--- src/rtl/chunked_serial_adder_pkg.sv ---
// Shared FSM state encoding for the chunked serial adder.
package chunked_adder_pkg;

  typedef enum logic [1:0] {
    S_IDLE = 2'd0,
    S_CALC = 2'd1,
    S_DONE = 2'd2
  } state_t;

endpackage

--- src/rtl/chunked_serial_adder_chunk_add.sv ---
// Combinational CHUNK-bit adder slice with carry in/out.
// With CHUNKED_ADDER_OVF_EN defined it also exposes the carry into its MSB.
module chunk_add #(
  parameter int unsigned CHUNK = 2
) (
  input  logic [CHUNK-1:0] x,
  input  logic [CHUNK-1:0] y,
  input  logic             ci,
  output logic [CHUNK-1:0] s,
  output logic             co
`ifdef CHUNKED_ADDER_OVF_EN
  ,
  output logic             cmsb
`endif
);

  logic [CHUNK:0] full;

  always_comb begin
    full = {1'b0, x} + {1'b0, y} + {{CHUNK{1'b0}}, ci};
    s    = full[CHUNK-1:0];
    co   = full[CHUNK];
  end

`ifdef CHUNKED_ADDER_OVF_EN
  // The MSB sum bit is x^y^carry_in, so the carry into it falls out by XOR.
  always_comb begin
    cmsb = full[CHUNK-1] ^ x[CHUNK-1] ^ y[CHUNK-1];
  end
`endif

endmodule

--- src/rtl/chunked_serial_adder.sv ---
// Multi-cycle adder: sum = a + b + cin, CHUNK bits per cycle, valid/ready on both sides.
// Optional signed-overflow output enabled by defining CHUNKED_ADDER_OVF_EN.
module chunked_serial_adder
  import chunked_adder_pkg::*;
#(
  parameter int unsigned WIDTH = 8,
  parameter int unsigned CHUNK = 2
) (
  input  logic             clk,
  input  logic             rst,
  input  logic             in_valid,
  output logic             in_ready,
  input  logic [WIDTH-1:0] a,
  input  logic [WIDTH-1:0] b,
  input  logic             cin,
  output logic             out_valid,
  input  logic             out_ready,
  output logic [WIDTH-1:0] sum,
  output logic             cout
`ifdef CHUNKED_ADDER_OVF_EN
  ,
  output logic             ovf
`endif
);

  localparam int unsigned NCHUNK = WIDTH / CHUNK;
  localparam int unsigned IDXW   = (NCHUNK > 1) ? $clog2(NCHUNK) : 1;
  localparam logic [IDXW-1:0] LAST_IDX = IDXW'(NCHUNK - 1);

  if (WIDTH < 1 || CHUNK < 1 || CHUNK > WIDTH || (WIDTH % CHUNK) != 0) begin : g_bad_cfg
    $error("chunked_serial_adder: WIDTH must be a nonzero multiple of CHUNK");
  end

  state_t            state_q, state_d;
  logic [WIDTH-1:0]  a_q, a_d;
  logic [WIDTH-1:0]  b_q, b_d;
  logic [WIDTH-1:0]  sum_q, sum_d;
  logic [IDXW-1:0]   idx_q, idx_d;
  logic              carry_q, carry_d;
  logic              cout_q, cout_d;

  logic [CHUNK-1:0]  x_slice, y_slice, s_slice;
  logic              c_out;

`ifdef CHUNKED_ADDER_OVF_EN
  logic              ovf_q, ovf_d;
  logic              c_msb;
`endif

  always_comb begin
    x_slice = a_q[idx_q*CHUNK +: CHUNK];
    y_slice = b_q[idx_q*CHUNK +: CHUNK];
  end

  chunk_add #(.CHUNK(CHUNK)) u_chunk_add (
    .x    (x_slice),
    .y    (y_slice),
    .ci   (carry_q),
    .s    (s_slice),
    .co   (c_out)
`ifdef CHUNKED_ADDER_OVF_EN
    ,
    .cmsb (c_msb)
`endif
  );

  always_comb begin
    state_d  = state_q;
    a_d      = a_q;
    b_d      = b_q;
    sum_d    = sum_q;
    idx_d    = idx_q;
    carry_d  = carry_q;
    cout_d   = cout_q;
`ifdef CHUNKED_ADDER_OVF_EN
    ovf_d    = ovf_q;
`endif
    in_ready  = (state_q == S_IDLE) && !rst;
    out_valid = (state_q == S_DONE);

    unique case (state_q)
      S_IDLE: begin
        if (in_valid && in_ready) begin
          a_d     = a;
          b_d     = b;
          carry_d = cin;
          sum_d   = '0;
          idx_d   = '0;
          state_d = S_CALC;
        end
      end
      S_CALC: begin
        sum_d[idx_q*CHUNK +: CHUNK] = s_slice;
        carry_d = c_out;
        if (idx_q == LAST_IDX) begin
          cout_d  = c_out;
`ifdef CHUNKED_ADDER_OVF_EN
          ovf_d   = c_out ^ c_msb;
`endif
          state_d = S_DONE;
        end else begin
          idx_d = idx_q + 1'b1;
        end
      end
      S_DONE: begin
        if (out_ready) begin
          state_d = S_IDLE;
        end
      end
      default: state_d = S_IDLE;
    endcase
  end

  always_ff @(posedge clk) begin
    if (rst) begin
      state_q <= S_IDLE;
      a_q     <= '0;
      b_q     <= '0;
      sum_q   <= '0;
      idx_q   <= '0;
      carry_q <= 1'b0;
      cout_q  <= 1'b0;
`ifdef CHUNKED_ADDER_OVF_EN
      ovf_q   <= 1'b0;
`endif
    end else begin
      state_q <= state_d;
      a_q     <= a_d;
      b_q     <= b_d;
      sum_q   <= sum_d;
      idx_q   <= idx_d;
      carry_q <= carry_d;
      cout_q  <= cout_d;
`ifdef CHUNKED_ADDER_OVF_EN
      ovf_q   <= ovf_d;
`endif
    end
  end

  always_comb begin
    sum  = sum_q;
    cout = cout_q;
`ifdef CHUNKED_ADDER_OVF_EN
    ovf  = ovf_q;
`endif
  end

endmodule

--- config.mk ---
export PLATFORM = sky130hd
export DESIGN_NAME = chunked_serial_adder
export DESIGN_NICKNAME = d
export VERILOG_FILES = /design/src/rtl/chunked_serial_adder_pkg.sv /design/src/rtl/chunked_serial_adder_chunk_add.sv /design/src/rtl/chunked_serial_adder.sv
export SDC_FILE = /design/constraint.sdc
export NUM_CORES = 1
export LEC_CHECK = 0
export CORE_MARGIN = 2
export CORE_UTILIZATION = 50
export DETAILED_ROUTE_END_ITERATION = 8
export GPL_ROUTABILITY_DRIVEN = 0
export PLACE_DENSITY = 0.85
export SYNTH_ARGS = -nofsm -noshare
export SYNTH_HDL_FRONTEND = slang
export SYNTH_SLANG_ARGS = --single-unit
--- constraint.sdc ---
create_clock -name clk -period 4.2 [get_ports clk]
set_input_delay 0.63 -clock clk [delete_from_list [all_inputs] [get_ports clk]]
set_output_delay 0.63 -clock clk [all_outputs]
set_load 0.02 [all_outputs]
==> results.tsv <==
stage	metric	value	unit
status	status	completed	
synthesis	Synth Area in Compound Gates	14.7	%
clock_network	Longest Clk Path Bufs	2	
pwr	Clock Power Share	35.1	%
timing	Final period util	64.6	%
grt	aggregate global routing overflow	0	
synthesis	yosys warns	0	
clock_network	Root Driver	clkbuf_4	
synthesis	synthesized-area fraction occupied by and/or/nand/nor cells	20.8	%
layout	fillers	233	
die	die width	57.7	um
clock_network	CTS tree	done	
setup_path	CP max FO	35	
layout	Multi-input gate area	736	um2
layout	# diodes	0	
setup_path	worst path required time	3.57	ns
setup_path	Worst R2R End	sum[3]$_SDFFE_PP0P_	
synthesis	Post-Syn Nets	181	
setup_path	startpoint types	input port	
setup_path	R2R Setup Slk	1.67	ns
route	Remaining DRCs	0	
grt	vias in the first global route	1101	
setup_path	Worst Reg-to-Reg Cells	4	
setup_path	kind of critical path	input port to primary output	
pwr	Comb power frac	14.1	%
placed_design	IO buf count	31	
synthesis	combinational family with the most area after synthesis	simple AND/OR/NAND/NOR gates	
synthesis	mux contribution to synthesized area	9.19	%
timing	max_slew headroom	45.4	%
route	DR WL/cell	13.7	um
route	Via-to-Cell Ratio	5.51	
layout	area growth from synthesis to layout	24.5	%
synthesis	Mean Syn Cell Area	9.38	um2
pwr	sequential cell fraction of total power	50.8	%
timing	unrepaired setup endpoints after global routing	false	
clock_network	H-tree Lvls	2	
synthesis	Cell variety after synth	35	
timing	Final Hold Slack	0.457	ns
synthesis	FF+latch count, synth	30	
clock_network	Reg clk slew, reported paths	0.09	ns
synthesis	xor and xnor fraction of the mapped netlist area	0	%
pwr	Power Dens Cells	336	nW/um2
layout	Net count, final	210	
synthesis	count of flip-flops with a built-in enable after synthesis	0	
route	total routed wirelength	2940	um
timing	Hold Fails Final Rpt	0	
layout	register area	601	um2
timing	clk_skew	0.00825	ns
die	# IOs	32	
grt	largest net degree at the start of global routing	36	
synthesis	Cells after Synth	154	
clock_network	Skew-Pair Late Insertion Delay	0.33	ns
die	DIE AREA	3330	um2
pwr	switch share	24.8	%
worst_hold_path	worst min path class	flop to flop	
pwr	worst vdd ir	0.000284	V
grt	first-pass GRT wire length	4710	um
setup_path	CP Capture Type	primary output	
pwr	Psw	150	uW
placed_design	Post-DP HPWL	2100	um
setup_path	crit path capture	in_ready	
synthesis	sequential share of the synthesized area	41.6	%
synthesis	ys async rst share	0	%
clock_network	TritonCTS Buffers	5	
clock_network	cts hold-fix bufs	0	
setup_path	reg2reg start	idx_q[0]$_SDFFE_PP0P_	
route	routed via count	1184	
die	initial core utilization	52.4	%
die	Core Box Area	2760	um2
route	Antenna Nets Post-Route	0	
grt	antenna violations before repair	0	
worst_hold_path	worst hold stages	2	
layout	layout cell share with drive strength beyond 1	9.24	%
synthesis	commonest register cell after synthesis	dfxtp_1	
grt	Total GRT Usage	18.9	%
timing	Slew @ Worst Pin	0.815	ns
setup_path	Critical Path AT	2.08	ns
die	row cnt	19	
clock_network	CTS Sinks	30	
clock_network	CTS resizes	0	
pwr	cell internal pwr	454	uW
layout	post-layout util	65.2	%
synthesis	Post-Syn Area	1440	um2
route	initial DRC count	20	
timing	Pins Over Slew Limit	0	
timing	Setup TNS	0	ns
worst_hold_path	worst hold start	b_q[4]$_SDFFE_PP0P_	
timing	Max Freq	369	MHz
timing	post-route minimum period	2.71	ns
synthesis	Synth Area in Adders	6.24	%
run	total of max-cap violations	0	
pwr	Leakage	0.000648	uW
setup_path	Critical Path Source	rst	
timing	Final Setup Violations	0	
clock_network	post-CTS setup buffer count	0	
die	Die Y	57.7	um
route	first-pass detailed-route iteration total	4	
==> power groups by stage <==
| stage | registers, uW | clock network (uW) | logic (uW) |
|---|---|---|---|
| 2_1_floorplan | 307 | 0 | 60.9 |
| 3_3_place_gp | 313 | 0 | 81.6 |
| 3_5_place_dp | 314 | 0 | 84.6 |
| 4_1_cts | 307 | 218 | 85.0 |
| 5_1_grt | 309 | 229 | 93.3 |
| 6_report | 307 | 212 | 84.9 |
==> kinds of logic after synthesis <==
| kind of cell | Yosys count |
|---|---|
| fa+ha+maj | 6 |
| compound gates | 35 |
| mux | 8 |
| simple gates | 58 |
| buf+inv | 17 |
| flops | 30 |
==> state kept, by name, indices dropped and copies added, names as in the netlist <==
register	flops
cout	1
sum	8
state_q	2
carry_q	1
b_q	8
idx_q	2
a_q	8
==> routing by layer <==
layer / share of wire [%] / wire (um) / track usage, % / up-vias
met5: 0 / 0 / 0 / -
met4: 1.3 / 38 / 7.64 / 0
met3: 7.0 / 205 / 6.92 / 3
met2: 51 / 1510 / 33.8 / 45
met1: 40 / 1190 / 19.9 / 544
li1: - / - / - / 592
==> worst min-delay path by stage <==
stage	slack (ns)	to
detailed placement	0.45	b_q[0]$_SDFFE_PP0P_
global route	0.48	b_q[0]$_SDFFE_PP0P_
finish	0.46	b_q[4]$_SDFFE_PP0P_
CTS	0.46	b_q[0]$_SDFFE_PP0P_
global placement	0.44	b_q[3]$_SDFFE_PP0P_
floorplan	0.43	a_q[3]$_SDFFE_PP0P_
==> critical path, cell delays in order <==
cell and delay [ns]:
clkdlybuf4s50_1 0.40, buf_4 0.25, nor3_1 0.17, clkdlybuf4s50_1 0.63
==> cell type report <==
type,instances,share of cell area (%)
multi-input cells,107,40.9
flip-flops and latches,30,33.4
repair buffers,32,17.7
clock buffers,8,4.38
well taps,31,2.16
inverters,7,1.46
==> synthesized netlist by cell type, types with 2 or more instances <==
cell | instances | area [um2]
nand2_1 | 36 | 135
dfxtp_1 | 30 | 601
a21oi_1 | 21 | 105
inv_1 | 7 | 26.3
nand2b_1 | 6 | 37.5
buf_6 | 4 | 45.0
ha_1 | 4 | 50.1
mux4_2 | 4 | 90.1
o21ai_0 | 4 | 20.0
nor2b_1 | 3 | 18.8
o32ai_1 | 3 | 26.3
a22o_1 | 2 | 17.5
a32o_1 | 2 | 20.0
buf_2 | 2 | 10.0
clkbuf_1 | 2 | 7.51
fa_1 | 2 | 40.0
mux2_2 | 2 | 22.5
mux2i_1 | 2 | 20.0
nand3_1 | 2 | 10.0
==> stage by stage <==
stage	total power [uW]	instance area [um2]	std cells	worst slack, ns
2_1_floorplan	368	1440	154	1.74
3_3_place_gp	395	1720	207	1.52
3_5_place_dp	398	1720	207	1.49
4_1_cts	610	1800	215	1.48
5_1_grt	631	1800	215	1.44
6_report	604	1800	215	1.49
==> cell usage in the layout (no fill, tap or decap), drive strengths merged, types with 2 or more instances in the layout <==
master / synthesis / final
nand2: 36 / 36
clkdlybuf4s50: 0 / 31
dfxtp: 30 / 30
a21oi: 21 / 21
clkbuf: 2 / 8
inv: 7 / 7
nand2b: 6 / 6
mux4: 4 / 4
o21ai: 4 / 4
ha: 4 / 4
nor2b: 3 / 3
o32ai: 3 / 3
mux2i: 2 / 2
nand3: 2 / 2
mux2: 2 / 2
a32o: 2 / 2
a22o: 2 / 2
fa: 2 / 2
nor4b: 2 / 2
Power figures use the tool's default switching activity.
